===== src/rtl/alu_result_monitor.sv =====
// alu_result_monitor
//   Passive monitor on the TinyALU pin interface. Follows the start/op/A/B/done/result
//   handshake, builds one record per operation (op, operands, result, latency, timeout)
//   and queues it in a small FIFO that is drained over a valid/ready port.
// Ports
//   clk, reset          clock and synchronous active-high reset
//   start, op, A, B     driver-side request
//   done, result        ALU completion strobe and result
//   rec_valid/rec_ready record handshake; rec_* carry the FIFO head (0 when empty)
//   drop_cnt            records lost to a full FIFO, saturating
//   protocol_err        sticky handshake-violation flag
module alu_result_monitor #(
  parameter int unsigned FIFO_DEPTH = 4,
  parameter int unsigned LAT_W      = 5,
  parameter int unsigned TIMEOUT    = 31
) (
  input  logic             clk,
  input  logic             reset,
  input  logic             start,
  input  logic [2:0]       op,
  input  logic [7:0]       A,
  input  logic [7:0]       B,
  input  logic             done,
  input  logic [15:0]      result,
  output logic             rec_valid,
  input  logic             rec_ready,
  output logic [2:0]       rec_op,
  output logic [7:0]       rec_A,
  output logic [7:0]       rec_B,
  output logic [15:0]      rec_result,
  output logic [LAT_W-1:0] rec_latency,
  output logic             rec_timeout,
  output logic [7:0]       drop_cnt,
  output logic             protocol_err
);

  localparam int unsigned PtrW = (FIFO_DEPTH > 1) ? $clog2(FIFO_DEPTH) : 1;
  localparam logic [LAT_W-1:0] TimeoutLat = LAT_W'(TIMEOUT);
  localparam logic [PtrW:0]    FullCnt    = (PtrW + 1)'(FIFO_DEPTH);

  typedef enum logic [1:0] {StIdle, StBusy, StWaitLow} state_e;

  state_e           state_q, state_d;
  logic [2:0]       op_q, op_d;
  logic [7:0]       a_q, a_d, b_q, b_d;
  logic [LAT_W-1:0] lat_q, lat_d, lat_inc;
  logic             perr_q, perr_d;

  // Record presented to the FIFO this cycle
  logic             push;
  logic [2:0]       push_op;
  logic [7:0]       push_a, push_b;
  logic [15:0]      push_res;
  logic [LAT_W-1:0] push_lat;
  logic             push_to;

  always_comb begin
    state_d  = state_q;
    op_d     = op_q;
    a_d      = a_q;
    b_d      = b_q;
    lat_d    = lat_q;
    perr_d   = perr_q;
    lat_inc  = lat_q + LAT_W'(1);
    push     = 1'b0;
    push_op  = op_q;
    push_a   = a_q;
    push_b   = b_q;
    push_res = '0;
    push_lat = '0;
    push_to  = 1'b0;
    case (state_q)
      StIdle: begin
        if (start) begin
          if (op != 3'b000) begin
            op_d    = op;
            a_d     = A;
            b_d     = B;
            lat_d   = '0;
            state_d = StBusy;
          end else begin
            // no_op completes at capture: zero result and latency
            push    = 1'b1;
            push_op = op;
            push_a  = A;
            push_b  = B;
            state_d = StWaitLow;
          end
        end else if (done) begin
          perr_d = 1'b1;
        end
      end
      StBusy: begin
        lat_d = lat_inc;
        if (done) begin
          push     = 1'b1;
          push_res = result;
          push_lat = lat_inc;
          state_d  = StWaitLow;
        end else if (lat_inc == TimeoutLat) begin
          push     = 1'b1;
          push_lat = TimeoutLat;
          push_to  = 1'b1;
          state_d  = StWaitLow;
        end
        // start dropped early, or request changed while still asserted
        if (!start && !done) perr_d = 1'b1;
        if (start && ((op != op_q) || (A != a_q) || (B != b_q))) perr_d = 1'b1;
      end
      StWaitLow: begin
        if (!start) state_d = StIdle;
        if (done) perr_d = 1'b1;
      end
      default: state_d = StIdle;
    endcase
  end

  always_ff @(posedge clk) begin
    if (reset) begin
      state_q <= StIdle;
      op_q    <= '0;
      a_q     <= '0;
      b_q     <= '0;
      lat_q   <= '0;
      perr_q  <= 1'b0;
    end else begin
      state_q <= state_d;
      op_q    <= op_d;
      a_q     <= a_d;
      b_q     <= b_d;
      lat_q   <= lat_d;
      perr_q  <= perr_d;
    end
  end

  // Record FIFO
  logic [2:0]       mem_op  [FIFO_DEPTH];
  logic [7:0]       mem_a   [FIFO_DEPTH];
  logic [7:0]       mem_b   [FIFO_DEPTH];
  logic [15:0]      mem_res [FIFO_DEPTH];
  logic [LAT_W-1:0] mem_lat [FIFO_DEPTH];
  logic             mem_to  [FIFO_DEPTH];

  logic [PtrW-1:0] wr_ptr_q, rd_ptr_q;
  logic [PtrW:0]   cnt_q;
  logic [7:0]      drop_q;
  logic            empty, full, pop, wr_en, drop;

  assign empty = (cnt_q == '0);
  assign full  = (cnt_q == FullCnt);
  assign pop   = !empty && rec_ready;
  // A pop in the same cycle frees the slot, so a full FIFO still accepts the push
  assign wr_en = push && (!full || pop);
  assign drop  = push && full && !pop;

  always_ff @(posedge clk) begin
    if (wr_en) begin
      mem_op[wr_ptr_q]  <= push_op;
      mem_a[wr_ptr_q]   <= push_a;
      mem_b[wr_ptr_q]   <= push_b;
      mem_res[wr_ptr_q] <= push_res;
      mem_lat[wr_ptr_q] <= push_lat;
      mem_to[wr_ptr_q]  <= push_to;
    end
  end

  always_ff @(posedge clk) begin
    if (reset) begin
      wr_ptr_q <= '0;
      rd_ptr_q <= '0;
      cnt_q    <= '0;
      drop_q   <= '0;
    end else begin
      if (wr_en) wr_ptr_q <= wr_ptr_q + PtrW'(1);
      if (pop)   rd_ptr_q <= rd_ptr_q + PtrW'(1);
      case ({wr_en, pop})
        2'b10:   cnt_q <= cnt_q + (PtrW + 1)'(1);
        2'b01:   cnt_q <= cnt_q - (PtrW + 1)'(1);
        default: cnt_q <= cnt_q;
      endcase
      if (drop && (drop_q != 8'hFF)) drop_q <= drop_q + 8'd1;
    end
  end

  // Head fields are forced to zero while empty so stale storage never shows
  always_comb begin
    rec_valid   = !empty;
    rec_op      = '0;
    rec_A       = '0;
    rec_B       = '0;
    rec_result  = '0;
    rec_latency = '0;
    rec_timeout = 1'b0;
    if (!empty) begin
      rec_op      = mem_op[rd_ptr_q];
      rec_A       = mem_a[rd_ptr_q];
      rec_B       = mem_b[rd_ptr_q];
      rec_result  = mem_res[rd_ptr_q];
      rec_latency = mem_lat[rd_ptr_q];
      rec_timeout = mem_to[rd_ptr_q];
    end
  end

  assign drop_cnt     = drop_q;
  assign protocol_err = perr_q;

endmodule

===== config.mk =====
export PLATFORM = sky130hd
export DESIGN_NAME = alu_result_monitor
export DESIGN_NICKNAME = d
export VERILOG_FILES = /design/src/rtl/alu_result_monitor.sv
export SDC_FILE = /design/constraint.sdc
export NUM_CORES = 1
export LEC_CHECK = 0
export ABC_AREA = 1
export BUFFER_PORTS_ARGS = -buffer_cell sky130_fd_sc_hd__buf_4
export CAP_MARGIN = 5
export CORE_MARGIN = 4
export CORE_UTILIZATION = 24
export CTS_BUF_LIST = sky130_fd_sc_hd__clkbuf_16
export DETAILED_ROUTE_END_ITERATION = 8
export GPL_TIMING_DRIVEN = 0
export SETUP_SLACK_MARGIN = 0.2
export SLEW_MARGIN = 20
export SYNTH_ARGS = -nofsm -noshare
export SYNTH_HDL_FRONTEND = slang
export SYNTH_SLANG_ARGS = --single-unit
export TNS_END_PERCENT = 50

===== constraint.sdc =====
create_clock -name clk -period 4.8 [get_ports clk]
set_input_delay 0.24 -clock clk [delete_from_list [all_inputs] [get_ports clk]]
set_output_delay 0.24 -clock clk [all_outputs]
set_load 0.005 [all_outputs]

== Word-level counts from Yosys, hierarchy flattened ==
Memories as Yosys holds them, arrays and structs flattened. A register that Yosys moved wholly into a read port is not among the register bits.
Cells that the tools add are included.

* Bits in registers: 42
* Memory bits (writable): 164
* Input bits: 40
* Memories kept: 6

* Add/subtract/negate cells: 6
* Eq/ne operators: 16
* Mux-type cells: 56
* Reductions and logical operators: 25

{| class="wikitable"
|+ Memory list
! name !! words !! bits a word !! read ports !! clocked after Yosys merged registers in !! wr ports !! line !! text
|-
| mem_res || 4 || 16 || 1 || 1 || 1 || 140 || <nowiki>logic [15:0] mem_res [FIFO_DEPTH];</nowiki>
|-
| mem_a || 4 || 8 || 1 || 1 || 1 || 138 || <nowiki>logic [7:0] mem_a [FIFO_DEPTH];</nowiki>
|-
| mem_b || 4 || 8 || 1 || 1 || 1 || 139 || <nowiki>logic [7:0] mem_b [FIFO_DEPTH];</nowiki>
|-
| mem_lat || 4 || 5 || 1 || 1 || 1 || 141 || <nowiki>logic [LAT_W-1:0] mem_lat [FIFO_DEPTH];</nowiki>
|-
| mem_op || 4 || 3 || 1 || 1 || 1 || 137 || <nowiki>logic [2:0] mem_op [FIFO_DEPTH];</nowiki>
|-
| mem_to || 4 || 1 || 1 || 1 || 1 || 142 || <nowiki>logic mem_to [FIFO_DEPTH];</nowiki>
|}

{| class="wikitable"
|+ Operators by type and width
! cell !! count
|-
| 8-bit two-way mux || 8
|-
| 16-bit two-way mux || 3
|-
| 2-bit two-way mux || 17
|-
| 5-bit two-way mux || 6
|-
| 8-bit inequality test || 2
|-
| 1-bit two-way mux || 13
|-
| 3-bit two-way mux || 4
|-
| 3-bit AND reduction || 4
|-
| 5-bit case mux with 2 select lines || 1
|-
| 8-bit by 1-bit adder with 8-bit output, second input constant || 1
|-
| 2-bit inequality test, second input constant || 4
|-
| 8-bit inequality test, second input constant || 1
|-
| 1-bit logical AND || 7
|-
| 3-bit inequality test, second input constant || 2
|-
| 2-bit case mux with 3 select lines || 1
|-
| 3-bit case mux with 2 select lines || 1
|-
| 3-bit nonzero test || 2
|-
| 5-bit by 1-bit adder with 5-bit output, second input constant || 1
|-
| 5-bit equality test, second input constant || 1
|-
| 1-bit logical NOT || 5
|-
| 2-bit by 1-bit adder with 2-bit output, second input constant || 2
|-
| 2-bit by 1-bit equality test with 1-bit output, second input constant || 2
|-
| 2-bit equality test, second input constant || 2
|-
| 2-bit nonzero test || 2
|-
| 9 further kinds || 11
|}

== Longest topological paths before layout ==
* Depth after elaboration: 8
* Depth in mapped cells: 16
* Depth with buffers taken out: 16

== Least setup slack after synthesis ==
Ideal clock, no wire load.

* Path type: register to register
* Start: register lat_q[1]
* End: memory mem_a[0][0], enable pin
* Library setup time: 0.439 ns
* Arrival time: 2.933 ns
* Required time: 4.361 ns
* Path slack: 1.428 ns
* Stages on the path, launching flop included: 10
* Path buffers: 0
* Period minus slack after synthesis: 3.372 ns
* Cells stage by stage: dfxtp_1 > ha_1 > nand3_1 > nand2_1 > nand2_1 > nor2_2 > nand2_4 > nand2_8 > nand2_4 > nor2_1

* Cells in the longest elaborated chain, start to end: 8

{| class="wikitable"
|+ Ends and longest elaborated chain
! what !! line !! text
|-
| start, declared || 46 || <nowiki>logic [LAT_W-1:0] lat_q, lat_d, lat_inc;</nowiki>
|-
| start signal, assigned || 131 || <nowiki>lat_q <= lat_d;</nowiki>
|-
| 5-bit by 1-bit adder with 5-bit output || 64 || <nowiki>lat_inc = lat_q + LAT_W'(1);</nowiki>
|-
| 5-bit equality test || 100 || <nowiki>end else if (lat_inc == TimeoutLat) begin</nowiki>
|-
| 1-bit two-way mux || 100 ||
|-
| 1-bit two-way mux || 95 || <nowiki>if (done) begin</nowiki>
|-
| 1-bit case mux with 2 select lines || 72 || <nowiki>case (state_q)</nowiki>
|-
| 1-bit logical AND || 153 || <nowiki>assign wr_en = push && (!full || pop);</nowiki>
|-
| 1-bit two-way mux || 157 || <nowiki>if (wr_en) begin</nowiki>
|-
| 1-bit two-way mux (not written as such) || 159 || <nowiki>mem_a[wr_ptr_q] <= push_a;</nowiki>
|-
| end, declared || 138 ||
|}

Every way passes these cells.

== Worst setup path in the final report ==
* Start: register lat_q[1]
* End: memory mem_res[3][13], enable pin

* Cells in the longest elaborated chain, start to end: 8

{| class="wikitable"
|+ Ends and longest elaborated chain
! what !! line !! text
|-
| 5-bit by 1-bit adder with 5-bit output || 64 ||
|-
| 5-bit equality test || 100 ||
|-
| 1-bit two-way mux || 100 ||
|-
| 1-bit two-way mux || 95 ||
|-
| 1-bit case mux with 2 select lines || 72 ||
|-
| 1-bit logical AND || 153 ||
|-
| 1-bit two-way mux || 157 ||
|-
| 1-bit two-way mux (not written as such) || 161 || <nowiki>mem_res[wr_ptr_q] <= push_res;</nowiki>
|-
| end, declared || 140 ||
|}

Every way passes these cells.

==> flow_summary.html <==
<table>
<tr><th>Metric</th><th>Value</th></tr>
<tr><th colspan="2">Power and ir drop</th></tr>
<tr><td>Power density over the cells</td><td>451 mW/mm2</td></tr>
<tr><td>Relative contribution of sequential cells to total power</td><td>41.1%</td></tr>
<tr><td>Cell internal pwr</td><td>3.42 mW</td></tr>
<tr><td>Leakage Power</td><td>4.15 nW</td></tr>
<tr><td>Combinational power share</td><td>27.3%</td></tr>
<tr><td>Peak ir drop on the vdd network</td><td>0.000270 V</td></tr>
<tr><td>Clock power share</td><td>31.6%</td></tr>
<tr><td>Fraction of power spent switching nets</td><td>31.9%</td></tr>
<tr><td>Switch Pwr</td><td>1.61 mW</td></tr>
<tr><th colspan="2">Clock tree</th></tr>
<tr><td>TritonCTS clock tree</td><td>yes</td></tr>
<tr><td>Number of buffers between clock root and the deepest sink</td><td>3</td></tr>
<tr><td>Skew-Pair Late Insertion Delay</td><td>0.53 ns</td></tr>
<tr><td>H-Tree Depth</td><td>1</td></tr>
<tr><td>CTS Root Buffer Type</td><td>sky130_fd_sc_hd__clkbuf_16</td></tr>
<tr><td>Number of buffers created by CTS</td><td>23</td></tr>
<tr><td>Number of buffers inserted by post-CTS setup repair</td><td>0</td></tr>
<tr><td>CTS Sinks</td><td>208</td></tr>
<tr><td>Post-CTS Resized</td><td>0</td></tr>
<tr><td>Clock-pin transition on the worst setup and hold timing paths</td><td>0.06 ns</td></tr>
<tr><th colspan="2">Worst setup path</th></tr>
<tr><td>Critical path type</td><td>flip-flop to flip-flop</td></tr>
<tr><td>List of cells traversed by the critical path</td><td>ha_1 &gt; nand3_1 &gt; nand2_1 &gt; nand2_1 &gt; nor2_2 &gt; nand2_4 &gt; nand2_8 &gt; nand2_4 &gt; nor2_4 &gt; buf_12</td></tr>
<tr><td>Slowest stage cell, crit path</td><td>sky130_fd_sc_hd__nor2_4</td></tr>
<tr><td>Worst-path fanout max</td><td>22</td></tr>
<tr><td>Arrival time at the worst endpoint</td><td>2.78 ns</td></tr>
<tr><td>RR Startpoint</td><td>lat_q[1]$_SDFFE_PP0P_</td></tr>
<tr><td>Buffer and inverter count on the worst path</td><td>1</td></tr>
<tr><td>Delay-heaviest family, CP</td><td>simple AND/OR/NAND/NOR gates</td></tr>
<tr><td>Max stage delay on crit path</td><td>0.58 ns</td></tr>
<tr><td>Element type at the critical path end</td><td>flip-flop</td></tr>
<tr><td>Worst Path Required</td><td>5.02 ns</td></tr>
<tr><td>Kind of launch point of the worst setup path</td><td>flip-flop</td></tr>
<tr><td>Start point of the critical path</td><td>lat_q[1]$_SDFFE_PP0P_</td></tr>
<tr><th colspan="2">Placement</th></tr>
<tr><td>Area of placed instances</td><td>0.0104 mm2</td></tr>
<tr><td>Global placement routability congestion</td><td>0.836</td></tr>
<tr><td>Input/output buffers</td><td>89</td></tr>
<tr><td>Estimated wirelength of the detail-placed design</td><td>16300 um</td></tr>
<tr><th colspan="2">Layout</th></tr>
<tr><td>Layout overhead on the synthesized area</td><td>24.4%</td></tr>
<tr><td>Finished Cell Area</td><td>0.0111 mm2</td></tr>
<tr><td>Post-layout nets</td><td>1067</td></tr>
<tr><td>Post-layout util</td><td>30.4%</td></tr>
<tr><td>Share of cells above drive strength 1</td><td>16.0%</td></tr>
<tr><td>Fill cells</td><td>3716</td></tr>
<tr><td>Most frequent cells in the layout</td><td>sky130_fd_sc_hd__nor2_1 (217), sky130_fd_sc_hd__edfxtp_1 (164), sky130_fd_sc_hd__o21ai_0 (109)</td></tr>
<tr><td>Commonest non-fill, non-tap cell in the layout</td><td>sky130_fd_sc_hd__nor2_1</td></tr>
<tr><th colspan="2">Timing</th></tr>
<tr><td>Worst clock skew</td><td>0.0242 ns</td></tr>
<tr><td>Number of endpoints with negative hold slack in the final report</td><td>0</td></tr>
<tr><td>F_max</td><td>391 MHz</td></tr>
<tr><td>Slew HR</td><td>43.1%</td></tr>
<tr><td>Worst-Margin Slew</td><td>0.845 ns</td></tr>
<tr><td>Fin crit period</td><td>2.56 ns</td></tr>
<tr><td>Number of pins exceeding their max-slew limit in the final report</td><td>0</td></tr>
<tr><td>Setup repair after global routing missed its margin</td><td>false</td></tr>
<tr><td>Final worst path period share</td><td>53.2%</td></tr>
<tr><td>Final setup violation count</td><td>0</td></tr>
<tr><th colspan="2">Logic synthesis</th></tr>
<tr><td>Part of the Yosys area used for sequential elements</td><td>64.8%</td></tr>
<tr><td>Syn. warnings</td><td>0</td></tr>
<tr><td>Basic-gate share of the synthesized area counting and, or, nand and nor cells</td><td>16.0%</td></tr>
<tr><td>Post-synthesis cell area</td><td>0.00896 mm2</td></tr>
<tr><td>Dominant combinational cell family by area after synthesis</td><td>simple AND/OR/NAND/NOR gates</td></tr>
<tr><td>Post-synthesis instance total</td><td>891</td></tr>
<tr><td>Area share of fa/ha/maj cells after synthesis</td><td>1.20%</td></tr>
<tr><td>FF+latch count, synth</td><td>208</td></tr>
<tr><td>Syn_nets</td><td>939</td></tr>
<tr><td>Xor/xnor cell area share of the yosys netlist</td><td>1.08%</td></tr>
<tr><td>Distinct cell type count after synthesis</td><td>34</td></tr>
<tr><td>Synthesized-area fraction occupied by ao, oa, aoi and oai cells</td><td>12.3%</td></tr>
<tr><td>Mux cell area share after synthesis</td><td>0%</td></tr>
<tr><td>Average size of a mapped cell</td><td>10.1 um2</td></tr>
<tr><th colspan="2">Floorplan</th></tr>
<tr><td>Die boundary width</td><td>201 um</td></tr>
<tr><td>Die Span Y</td><td>201 um</td></tr>
<tr><td>Top-Level Pins</td><td>91</td></tr>
<tr><td>Standard-cell rows</td><td>70</td></tr>
<tr><td>Starting Density</td><td>24.4%</td></tr>
<tr><td>Placeable core area</td><td>0.0367 mm2</td></tr>
<tr><td>Area enclosed by the die boundary</td><td>0.0405 mm2</td></tr>
<tr><th colspan="2">Route</th></tr>
<tr><td>Vias per cell</td><td>4.42</td></tr>
<tr><td>Count of nets left with antenna violations after detail routing</td><td>0</td></tr>
<tr><td>Drc violations</td><td>0</td></tr>
<tr><td>DRC marker count from the first detailed-route iteration</td><td>403</td></tr>
<tr><td>Count of vias placed by the detailed router</td><td>6656</td></tr>
<tr><td>Number of search-and-repair iterations in the first detailed-routing pass</td><td>5</td></tr>
<tr><td>Routed len/inst</td><td>15.7 um</td></tr>
<tr><td>Routed wire length</td><td>23700 um</td></tr>
<tr><th colspan="2">Global route</th></tr>
<tr><td>Sum of overflow across all layers after global routing</td><td>0</td></tr>
<tr><td>Via count of the first global-routing pass</td><td>6639</td></tr>
<tr><td>Largest net degree at the start of global routing</td><td>24</td></tr>
<tr><td>Antenna violations before repair</td><td>2</td></tr>
<tr><td>Global-route wire length before repair</td><td>36700 um</td></tr>
<tr><td>Combined global-route utilization of all metal layers</td><td>11.3%</td></tr>
<tr><th colspan="2">Flow run</th></tr>
<tr><td>Max capacitance violation total</td><td>0</td></tr>
<tr><th colspan="2">Hold path</th></tr>
<tr><td>Hold Crit Start</td><td>B[5]</td></tr>
<tr><td>Hold WC Path Type</td><td>input pin to flip-flop</td></tr>
<tr><th colspan="2">Run status</th></tr>
<tr><td>Outcome</td><td>finished, final reports clean</td></tr>
</table>
-- synth_stat cells (all sizes together) --
master / number / area [um2]
clkinv: 3 / 17.5
xor2: 7 / 61.3
a21oi: 77 / 385
inv: 58 / 218
dfxtp: 44 / 881
nand3: 17 / 100
o21ai: 125 / 626
fa: 1 / 20.0
o22ai: 12 / 75.1
clkbuf: 33 / 124
nand2: 87 / 385
buf: 11 / 57.6
nor3: 2 / 10.0
and3: 1 / 6.26
edfxtp: 164 / 4920
xnor2: 4 / 35.0
ha: 7 / 87.6
nor2: 230 / 891
a211oi: 1 / 7.51
or2: 2 / 15.0
nand4: 4 / 25.0
o21bai: 1 / 7.51
-- metrics by stage --
stage	setup WS (ns)	hold WS (ns)	setup TNS (ns)	power, mW	cells
2_1_floorplan	1.43	0.309	0	2.80	891
3_3_place_gp	-0.159	0.456	-12.42	3.48	1448
3_5_place_dp	2.21	0.466	0	3.50	1454
4_1_cts	2.21	0.000149	0	5.11	1504
5_1_grt	2.06	0.0220	0	5.32	1506
6_report	2.24	0.0170	0	5.03	1506
-- power groups by stage --
stage	clock, mW	sequential [mW]	combinational, mW
CTS	1.63	2.07	1.41
floorplan	0	2.10	0.700
global route	1.71	2.07	1.53
finish	1.59	2.07	1.37
detailed placement	0	2.10	1.40
global placement	0	2.10	1.37
-- kinds of logic after synthesis --
kind of cell | after synthesis
flip-flops | 208
adder cells (fa/ha/maj) | 8
AO/OA/AOI/OAI | 216
buffers and inverters | 105
AND/OR/NAND/NOR | 343
XOR/XNOR | 11
-- layer usage --
metal  up-vias  track usage (%)  wire, um
li1       3298                -         -
met1      3143             14.6     10200
met2       175             19.1     11300
met3        40             2.59      1500
met4         0             3.13       633
met5         -                0         0
-- state kept, by name, indices dropped and copies added (netlist names), 2 cells and up, named ones only --
register  flops
a_q           8
b_q           8
cnt_q         3
drop_cnt      8
lat_q         5
mem_a        32
mem_b        32
mem_lat      20
mem_op       12
mem_res      64
mem_to        4
op_q          3
rd_ptr_q      2
state_q       2
wr_ptr_q      2
-- tightest hold or removal path, stage by stage --
cell and delay (ns):
sky130_fd_sc_hd__buf_4 0.11, sky130_fd_sc_hd__nor2_1 0.05, sky130_fd_sc_hd__nor2_1 0.09
-- what timing repair did --
action	in CTS	in global routing
hold buffers	8	0
endpoints found under the hold margin	10	0
endpoints found under the setup margin	0	0
-- path summary, 6_finish.rpt --
kind	slack, ns	cells past startpoint	end
min reg2reg	0.49	1	rd_ptr_q[0]$_SDFFE_PP0P_
min	0.02	3	b_q[5]$_SDFFE_PP0P_
max reg2reg	2.24	10	mem_res[3][13]$_DFFE_PP_
max	2.24	10	mem_res[3][13]$_DFFE_PP_
-- layout make-up --
class	instances	area, um2	area share [%]
multi-input combinational	578	2770	24.8
buffer	44	181	1.63
sequential	208	5810	52.1
tap	468	586	5.25
clock buffer	23	576	5.16
antenna	2	5.00	0.0449
timing repair buffer	103	886	7.95
clock inverter	19	103	0.921
inverter	61	235	2.11
Power figures use the tool's default switching activity.
